--- config.mk ---
export PLATFORM = sky130hd
export DESIGN_NAME = mem_ctrl
export DESIGN_NICKNAME = d
export VERILOG_FILES = /design/src/rtl/mem_ctrl.sv
export SDC_FILE = /design/constraint.sdc
export NUM_CORES = 1
export LEC_CHECK = 0
export ABC_CLOCK_PERIOD_IN_PS = 1980
export CAP_MARGIN = 20
export CORE_MARGIN = 8
export CORE_UTILIZATION = 43
export CTS_CLUSTER_DIAMETER = 30
export DETAILED_ROUTE_END_ITERATION = 7
export HOLD_SLACK_MARGIN = 0.08
export PLACE_DENSITY = 0.89
export SYNTH_ARGS = -nofsm -noshare
export SYNTH_HDL_FRONTEND = slang
export SYNTH_SLANG_ARGS = --single-unit
export TNS_END_PERCENT = 100
--- constraint.sdc ---
create_clock -name clk -period 1.98 [get_ports clk]
set_clock_uncertainty 0.1 [all_clocks]
set_input_delay 0.396 -clock clk [delete_from_list [all_inputs] [get_ports clk]]
set_output_delay 0.396 -clock clk [all_outputs]
set_load 0.1 [all_outputs]
--- src/rtl/mem_ctrl.sv ---
// Single-port memory controller arbitrating instruction fetch and load/store traffic.
// Optional misalignment trap for load/store is enabled with `define ALIGN_CHECK_EN.
module mem_ctrl #(
    parameter bit LS_FIRST = 1'b1
) (
    input  logic        clk,
    input  logic        rst_n,
    input  logic        if_req,
    input  logic [31:0] if_addr,
    output logic        if_gnt,
    output logic        if_done,
    output logic [31:0] if_rdata,
    input  logic        ls_req,
    input  logic        ls_we,
    input  logic [2:0]  ls_op,
    input  logic [31:0] ls_addr,
    input  logic [31:0] ls_wdata,
    output logic        ls_gnt,
    output logic        ls_done,
    output logic        ls_err,
    output logic [31:0] ls_rdata,
    output logic        mem_en,
    output logic        mem_we,
    output logic [3:0]  mem_be,
    output logic [31:0] mem_addr,
    output logic [31:0] mem_wdata,
    input  logic [31:0] mem_rdata,
    input  logic        mem_ready,
    output logic [1:0]  dbg_state
);
    // Handshake: a requester holds req and its fields until gnt is seen high in a
    // cycle; the access is then owned by the controller and done pulses once.
    // ls_op[1:0] is the size (00 byte, 01 half, 10 word), ls_op[2] selects zero-extend.
    typedef enum logic [1:0] {
        IDLE   = 2'd0,
        ACCESS = 2'd1,
        RESP   = 2'd2
`ifdef ALIGN_CHECK_EN
        , ERR  = 2'd3
`endif
    } state_t;

    state_t      state, state_nxt;
    logic        last_ls;
    logic        lat_ls, lat_we;
    logic [2:0]  lat_op;
    logic [31:0] lat_addr, lat_wdata;
    logic        grant_ls, grant_if, err_c;
    logic [3:0]  be_c;
    logic [7:0]  byte_c;
    logic [15:0] half_c;
    logic [31:0] load_c;

    // Round-robin: on a tie the requester not served last wins.
    assign grant_ls = ls_req && (!if_req || !last_ls);
    assign grant_if = if_req && (!ls_req || last_ls);

`ifdef ALIGN_CHECK_EN
    logic misalign;
    assign misalign = (ls_op[1:0] == 2'b01 && ls_addr[0]) ||
                      (ls_op[1:0] == 2'b10 && ls_addr[1:0] != 2'b00);
    assign ls_err   = err_c;
`else
    assign ls_err   = 1'b0;
`endif

    always_comb begin
        be_c      = 4'b1111;
        mem_wdata = lat_wdata;
        case (lat_op[1:0])
            2'b00: begin
                be_c      = 4'b0001 << lat_addr[1:0];
                mem_wdata = {4{lat_wdata[7:0]}};
            end
            2'b01: begin
                be_c      = lat_addr[1] ? 4'b1100 : 4'b0011;
                mem_wdata = {2{lat_wdata[15:0]}};
            end
            default: ;
        endcase
    end

    always_comb begin
        case (lat_addr[1:0])
            2'd0:    byte_c = mem_rdata[7:0];
            2'd1:    byte_c = mem_rdata[15:8];
            2'd2:    byte_c = mem_rdata[23:16];
            default: byte_c = mem_rdata[31:24];
        endcase
        half_c = lat_addr[1] ? mem_rdata[31:16] : mem_rdata[15:0];
        case (lat_op[1:0])
            2'b00:   load_c = {{24{~lat_op[2] & byte_c[7]}}, byte_c};
            2'b01:   load_c = {{16{~lat_op[2] & half_c[15]}}, half_c};
            default: load_c = mem_rdata;
        endcase
    end

    always_comb begin
        state_nxt = state;
        if_gnt    = 1'b0;
        ls_gnt    = 1'b0;
        if_done   = 1'b0;
        ls_done   = 1'b0;
        err_c     = 1'b0;
        mem_en    = 1'b0;
        mem_we    = 1'b0;
        mem_be    = 4'b0000;
        case (state)
            IDLE: begin
                if (grant_ls) begin
                    ls_gnt    = 1'b1;
`ifdef ALIGN_CHECK_EN
                    state_nxt = misalign ? ERR : ACCESS;
`else
                    state_nxt = ACCESS;
`endif
                end else if (grant_if) begin
                    if_gnt    = 1'b1;
                    state_nxt = ACCESS;
                end
            end
            ACCESS: begin
                mem_en = 1'b1;
                mem_we = lat_ls & lat_we;
                mem_be = lat_ls ? be_c : 4'b1111;
                if (mem_ready) state_nxt = RESP;
            end
            RESP: begin
                ls_done   = lat_ls;
                if_done   = ~lat_ls;
                state_nxt = IDLE;
            end
`ifdef ALIGN_CHECK_EN
            ERR: begin
                ls_done   = 1'b1;
                err_c     = 1'b1;
                state_nxt = IDLE;
            end
`endif
            default: state_nxt = IDLE;
        endcase
    end

    always_ff @(posedge clk or negedge rst_n) begin
        if (!rst_n) begin
            state     <= IDLE;
            last_ls   <= ~LS_FIRST;
            lat_ls    <= 1'b0;
            lat_we    <= 1'b0;
            lat_op    <= 3'b010;
            lat_addr  <= 32'h0;
            lat_wdata <= 32'h0;
            if_rdata  <= 32'h0;
            ls_rdata  <= 32'h0;
        end else begin
            state <= state_nxt;
            if (state == IDLE && (grant_ls || grant_if)) begin
                last_ls  <= grant_ls;
                lat_ls   <= grant_ls;
                lat_addr <= grant_ls ? ls_addr : if_addr;
                lat_we   <= grant_ls & ls_we;
                lat_op   <= grant_ls ? ls_op : 3'b010;
                if (grant_ls) lat_wdata <= ls_wdata;
            end
            if (state == ACCESS && mem_ready) begin
                if (lat_ls && !lat_we) ls_rdata <= load_c;
                else if (!lat_ls)      if_rdata <= mem_rdata;
            end
        end
    end

    assign mem_addr  = {lat_addr[31:2], 2'b00};
    assign dbg_state = state;
endmodule

* After elaboration in Yosys (flattened, before gate mapping) *
Cells that the tools add are included.

storage, ports and cells
  register bits after elaboration = 135
  input port bits = 137
  output and inout bits = 141

operators by class
  equality and inequality tests = 7
  shift operators = 1
  mux-type cells = 23
  bitwise logic cells = 7
  reductions and logical operators = 19

operators by type and width
  operator             count
  $pmux 32 s2          2
  $mux 32              1
  $pmux 8 s3           1
  $mux 16              1
  $mux 4               3
  $mux 1               9
  $pmux 4 s2           1
  $eq 2x1->1 const B   3
  $logic_not 2->1      3
  $mux 2               3
  $reduce_and 2->1     3
  $logic_and 1x1->1    5
  $and 1x1->1          4
  $eq 2x2->1 const B   2
  $logic_not 1->1      4
  $pmux 2 s2           1
  $shl 1x2->4 const A  1
  $logic_or 1x1->1     3
  $mux 3               1
  $ne 3x3->1 const B   1
  $not 1->1            3
  $reduce_and 3->1     1
  $ne 2x2->1 const B   1

* Logic depth before layout (Yosys ltp) *
Gate-level depths: netlist (run 1).

  depth in word-level cells = 6
  gate-level depth with buffers = 7
  mapped depth without buffers = 5

* Worst setup path before layout (run 1) *
Ideal clock, no wire load.

  path kind = register to register
  start point = reg state[0] (netlist: dbg_state[0])
  end point = reg lat_ls
  setup time = 365 ps
  data arrival time = 5,922 ps
  setup slack = -4,407 ps
  stages on the path, launching flop included = 3
  cells stage by stage = dfrtp_1 -> a2111oi_0 -> o21ai_0

between the ends
  cells in the longest elaborated chain, start to end = 2

RTL lines
  what                    line  text
  start, declared         43    state_t state, state_nxt;
  start signal, assigned  156   state <= state_nxt;
  $logic_not 2->1         157   if (state == IDLE && (grant_ls || grant_if)) begin
  $logic_and 1x1->1       157
  end signal, assigned    159   lat_ls <= grant_ls;
  end, declared           45    logic lat_ls, lat_we;

No other way between the ends.
A chain may end at the register's enable or synchronous reset.

* Final worst setup path (run 1) *
  start point = reg lat_op[1]
  end point = out mem_be[1]

between the ends
  cells in the longest elaborated chain, start to end = 4

RTL lines
  what                                                  line  text
  start, declared                                       46    logic [2:0] lat_op;
  start signal, assigned                                162   lat_op <= grant_ls ? ls_op : 3'b010;
  $eq 2x1->1 / $logic_not 2->1 (equally long branches)  70    case (lat_op[1:0])
  $pmux 4 s2 (*)                                        70
  $mux 4 (*)                                            125   mem_be = lat_ls ? be_c : 4'b1111;
  $mux 4 (*)                                            108   case (state)
  end, declared                                         24    output logic [3:0] mem_be,

Mark *: on every way between the ends. The rest lies on a longest branch, timed or not.

==> run summary, run 1 <==
status = finished, violations left
failing checks = setup timing
most common cell in the synthesized netlist = nand2_1
layout cells sized above 1 = 37.7%
nets@finish = 1076
# rows = 45
post-synth cell types = 44
top cell type by total area after synthesis = dfrtp_1
synth warn = 0
Die Span X = 140 um
EDFF count, synth = 0
Mapped Area = 6650 um^2
Syn Area/Cell = 10.2 um^2
ANT nets after route = 0
htree depth = 4
FF-to-FF Start = lat_op[1]
Setup CP Type = flop to primary output
fill count = 814
DR DRC count = 0
CTS tree = built
initial antenna violation count = 0
GRT Total Usage = 25.0%
Clk Latency, worst-skew pair = 420 ps
CTS buffer count = 17
Synth Instances = 654
Max Fclk = 451 MHz
worst path required time = 1480 ps
Initial DRC Count = 333
min Tclk post-route = 2220 ps
final setup violation count = 41
largest net degree at the start of global routing = 53
busiest grt layer = met2
Hold Path Class = primary input to asynchronous set/reset pin
Die Area = 19700 um^2
vias per cell = 5.34
vias in the first global route = 6619
GR Layer Usage met3 = 9.58%
most instantiated cells after synthesis = nand2_1 (151), dfrtp_1 (134), mux2_2 (52)
starting density of the core = 43.9%
global route overflow = 0
met2 Use GR = 43.7%
CTS clk-pin slew, worst paths = 60 ps
Antenna Cells = 0
average wire per standard cell = 21.6 um
clk sinks = 135
max_cap viols = 0
Seq/Total Area, Yosys = 50.8%
reg2reg path depth = 9
Vert. Die Dim = 140 um
root buffer cell = clkbuf_16
Max FO, Critical Path = 13
final wirelength = 24600 um
Vias = 6087
Final HPWL DP = 18700 um
main area contributors after synthesis = dfrtp_1 (50%), mux2_2 (8.8%), nand2_1 (8.5%)
final hold vios = 0
CTS Buffer Depth = 2
drt pass-1 iters = 5
Startpoint Class = flop
Port Buffers = 274
P&R area growth vs syn = 85.5%
first-pass GRT wire length = 37500 um
top-area cell type share of the netlist area = 50.4%
WHS = 321 ps
crit share post-route = 112%
routability cong. = 0.848
Worst Slack Setup Final = -239 ps
num ports = 278
RSZ-0062 raised after global routing = true
count of pins over their slew limit = 0
Worst Path Arrival = 1720 ps
core region area = 15100 um^2
main flop type after synthesis = dfrtp_1
post-synthesis register bit count = 135
Crit. End Element = primary output
M1 GR Usage = 26.3%
CP startpoint = lat_op[1]
Async S/R FF share, synth = 100%
worst paths after layout:
| kind | slack, ps | endpoint |
|---|---|---|
| max in group asynchronous | 830 | lat_addr[7] |
| max reg2reg | -40 | ls_rdata[17] |
| min | 320 | if_rdata[25] |
| max | -240 | mem_be[1] |
| min reg2reg | 380 | lat_wdata[29] |
| min in group clk | 380 | lat_wdata[29] |
through the flow:
stage	setup WS (ps)	area (um^2)	instances	TNS, ps	util [%]
finish	-239	12300	1140	-5880	81.4
global route	-300	12300	1140	-8340	81.4
CTS	-271	12200	1130	-5860	80.3
detailed placement	-286	11300	1079	-14440	74.6
global placement	-247	11300	1079	-10840	74.6
floorplan	-372	6990	656	-2500	-
registers in the layout (all words and copies together) (netlist names):
register   cells
dbg_state      2
if_rdata      32
lat_addr      32
lat_ls         1
lat_op         3
lat_wdata     32
lat_we         1
ls_rdata      32
cell usage in the layout, fill, tap and decap left out, types with 4 or more instances in the layout:
cell type,netlist,routed
clkbuf_16,0,19
clkinv_2,0,4
o21ai_4,0,9
o21ai_1,21,22
o211ai_1,16,16
nor2_4,0,5
a21oi_1,26,12
mux2i_1,44,39
dfrtp_1,134,130
clkinvlp_4,0,4
mux2_4,0,12
nand2_2,0,5
a21oi_2,0,11
o21ai_0,49,39
mux4_2,5,5
mux2i_2,0,4
nand2_1,151,145
a221oi_1,7,7
buf_12,0,155
a22o_1,4,4
mux2_2,52,40
clkdlybuf4s50_1,0,133
clkbuf_8,0,4
inv_1,8,6
nor2_1,17,12
buf_4,42,47
buf_6,2,8
cell families (layout without fill, tap and decap cells):
group | Yosys count | in the layout | synth area share [%]
simple gates | 185 | 185 | 11.4
compound gates | 138 | 138 | 12.3
flops | 135 | 135 | 50.8
other cells | 1 | 3 | 0.0564
buf+inv | 94 | 390 | 8.24
mux | 101 | 101 | 17.1
critical path, cell delays in order (launching register included):
cell	delay, ps
dfstp_2	590
buf_12	180
nor2_4	80
o21a_1	130
nor2_4	130
buf_12	180
area by class of cell:
| cell class | count | area (um^2) | share of cell area, % |
|---|---|---|---|
| multi-input combinational | 427 | 3120 | 25.3 |
| sequential | 135 | 3390 | 27.5 |
| clock buffer | 22 | 484 | 3.93 |
| inverter | 10 | 47.5 | 0.386 |
| tap | 188 | 235 | 1.91 |
| clock inverter | 10 | 93.8 | 0.761 |
| timing repair buffer | 348 | 4950 | 40.2 |
repair_timing:
action / CTS / global route
pin swaps: 3 / 4
gates cloned: 1 / 2
resized for setup: 30 / 21
hold endpoints to repair: 26 / 0
setup buffers: 17 / 9
hold buffers: 1 / 0
endpoints found under the setup margin: 37 / 49
metal layers:
| layer | share of wire [%] | wire [um] |
|---|---|---|
| met5 | 0 | 0 |
| met2 | 52 | 12900 |
| met3 | 9.4 | 2300 |
| met1 | 35 | 8660 |
| met4 | 3.0 | 737 |
Power of run 1 is left out: the tool's default activity adds up to more than one toggle a clock period on the data nets, which glitch-free logic cannot reach.
==> inputs of run 2 (changes only) <==
- GPL_ROUTABILITY_DRIVEN: unset -> 0
- SLEW_MARGIN: unset -> 15
- TNS_END_PERCENT: 100 -> 50
==> run summary, run 2 (synthesized netlist as in run 1, its figures left out) <==
status = finished, violations left
failing checks = setup timing
CP bufs+invs = 3 (+1)
CTS tree = built
Die Span X = 140 um (unchanged)
worst path required time = 1480 ps (about the same)
count of pins over their slew limit = 0 (unchanged)
vias in the first global route = 6982 (+5.5%)
layout cells sized above 1 = 38.8% (+1.1 points)
Initial DRC Count = 587 (+76%)
DP Area = 11200 um^2 (-0.62%)
final setup violation count = 31 (-24%)
commonest non-fill, non-tap cell in the layout = buf_12
final instance area = 12500 um^2 (+1.2%)
slowest cell on the critical path = dfstp_2
Worst Path Arrival = 1750 ps (+30 ps)
crit share post-route = 114% (+1.6 points)
most frequent cells in the layout = buf_12 (153), nand2_1 (143), clkdlybuf4s50_1 (134), dfrtp_1 (129), buf_4 (50)
starting density of the core = 43.9% (unchanged)
RSZ-0062 raised after global routing = true
final wirelength = 27200 um (+11%)
Vias = 6442 (+5.8%)
vias per cell = 5.66 (+5.9%)
Top delay family on crit path = flip-flops
Port Buffers = 274 (unchanged)
Die Area = 19700 um^2 (unchanged)
core region area = 15100 um^2 (unchanged)
num ports = 278 (unchanged)
clk sinks = 135 (unchanged)
DR DRC count = 0 (unchanged)
largest stage delay on the critical path = 580 ps (about the same)
# rows = 45 (unchanged)
Startpoint Class = flop
drt pass-1 iters = 5 (unchanged)
Non-Filler Instances = 1139 (-0.088%)
root buffer cell = clkbuf_16
ANT nets after route = 0 (unchanged)
Antenna Cells = 0 (unchanged)
CTS clk-pin slew, worst paths = 60 ps (about the same)
Hold Path Class = flop to flop
average wire per standard cell = 23.9 um (+11%)
nets@finish = 1075 (-0.093%)
Max FO, Critical Path = 7 (-6)
most frequent CP cell = buf_12
Clk Latency, worst-skew pair = 420 ps (about the same)
Crit. End Element = primary output
CTS Buffer Depth = 2 (unchanged)
CTS buffer count = 17 (unchanged)
CP cell instances = buf_12 -> buf_12 -> mux2_4 -> buf_12
Max Fclk = 444 MHz (-1.4%)
global route overflow = 0 (unchanged)
GRT Total Usage = 27.4% (+2.4 points)
Final HPWL DP = 19300 um (+3.2%)
first-pass GRT wire length = 41400 um (+10%)
Setup CP Type = flop to primary output
relative slew slack = 64.7%
Placed Instances = 1081 (+0.19%)
P&R area growth vs syn = 87.6%
initial antenna violation count = 0 (unchanged)
largest net degree at the start of global routing = 50 (-5.7%)
final hold vios = 0 (unchanged)
Vert. Die Dim = 140 um (unchanged)
max_cap viols = 0 (unchanged)
worst slew pin tran = 529 ps
min Tclk post-route = 2250 ps (+30.7 ps)
Worst Slack Setup Final = -270 ps (-30.7 ps)
htree depth = 4 (unchanged)
## run 2: what timing repair did
item / CTS / global route
gates resized for setup: 50 / 25
gates cloned: 2 / 1
buffers inserted: 16 / 9
endpoints found under the hold margin: 43 / 0
setup endpoints to repair: 61 / 48
pin swaps: 9 / 3
hold buffers: 1 / 0
## run 2: area by class of cell
type / instances / area, um^2
clock inverters: 10 / 213
flip-flops and latches: 135 / 3390
inverters: 10 / 46.3
clock buffers: 22 / 494
repair buffers: 346 / 4890
well taps: 188 / 235
multi-input cells: 428 / 3200
fillers: 774 / 2670
## run 2: through the flow
stage / utilization, % / setup TNS [ps] / hold WS [ps] / worst slack [ps]
after global placement: 74.1 / -12660 / 281 / -262
after global routing: 82.4 / -7850 / 412 / -302
after floorplan: - / -2830 / 0.409 / -372
after CTS: 81.2 / -6560 / 379 / -264
final: 82.4 / -6310 / 384 / -270
after detailed placement: 74.1 / -17960 / 288 / -315
## run 2: worst register-to-register path, cell delays in order, from the launching register on
cell	delay (ps)
dfrtp_2	480
clkbuf_16	200
buf_4	160
nor2b_4	210
mux4_2	380
mux2i_1	180
a21oi_1	120
## run 2: per-layer routing
| layer | GRT usage, % | wire length (um) | up-vias |
|---|---|---|---|
| met3 | 10.2 | 2720 | 106 |
| li1 | - | - | 2791 |
| met5 | 0 | 0 | - |
| met4 | 14.7 | 1540 | 0 |
| met2 | 47.0 | 13700 | 415 |
| met1 | 28.8 | 9250 | 3130 |
## run 2: final timing paths
check                               from            end  slack [ps]  depth (start not counted)
max in group asynchronous          rst_n   if_rdata[17]         730                          3
max                            lat_op[1]  mem_wdata[19]        -270                          4
min                        lat_wdata[24]  lat_wdata[24]         380                          2
min in group asynchronous          rst_n    if_rdata[2]         410                          2
max reg2reg                    lat_op[0]    ls_rdata[3]          30                          6
min reg2reg                lat_wdata[24]  lat_wdata[24]         380                          2
Power of run 2 is left out for the same reason.
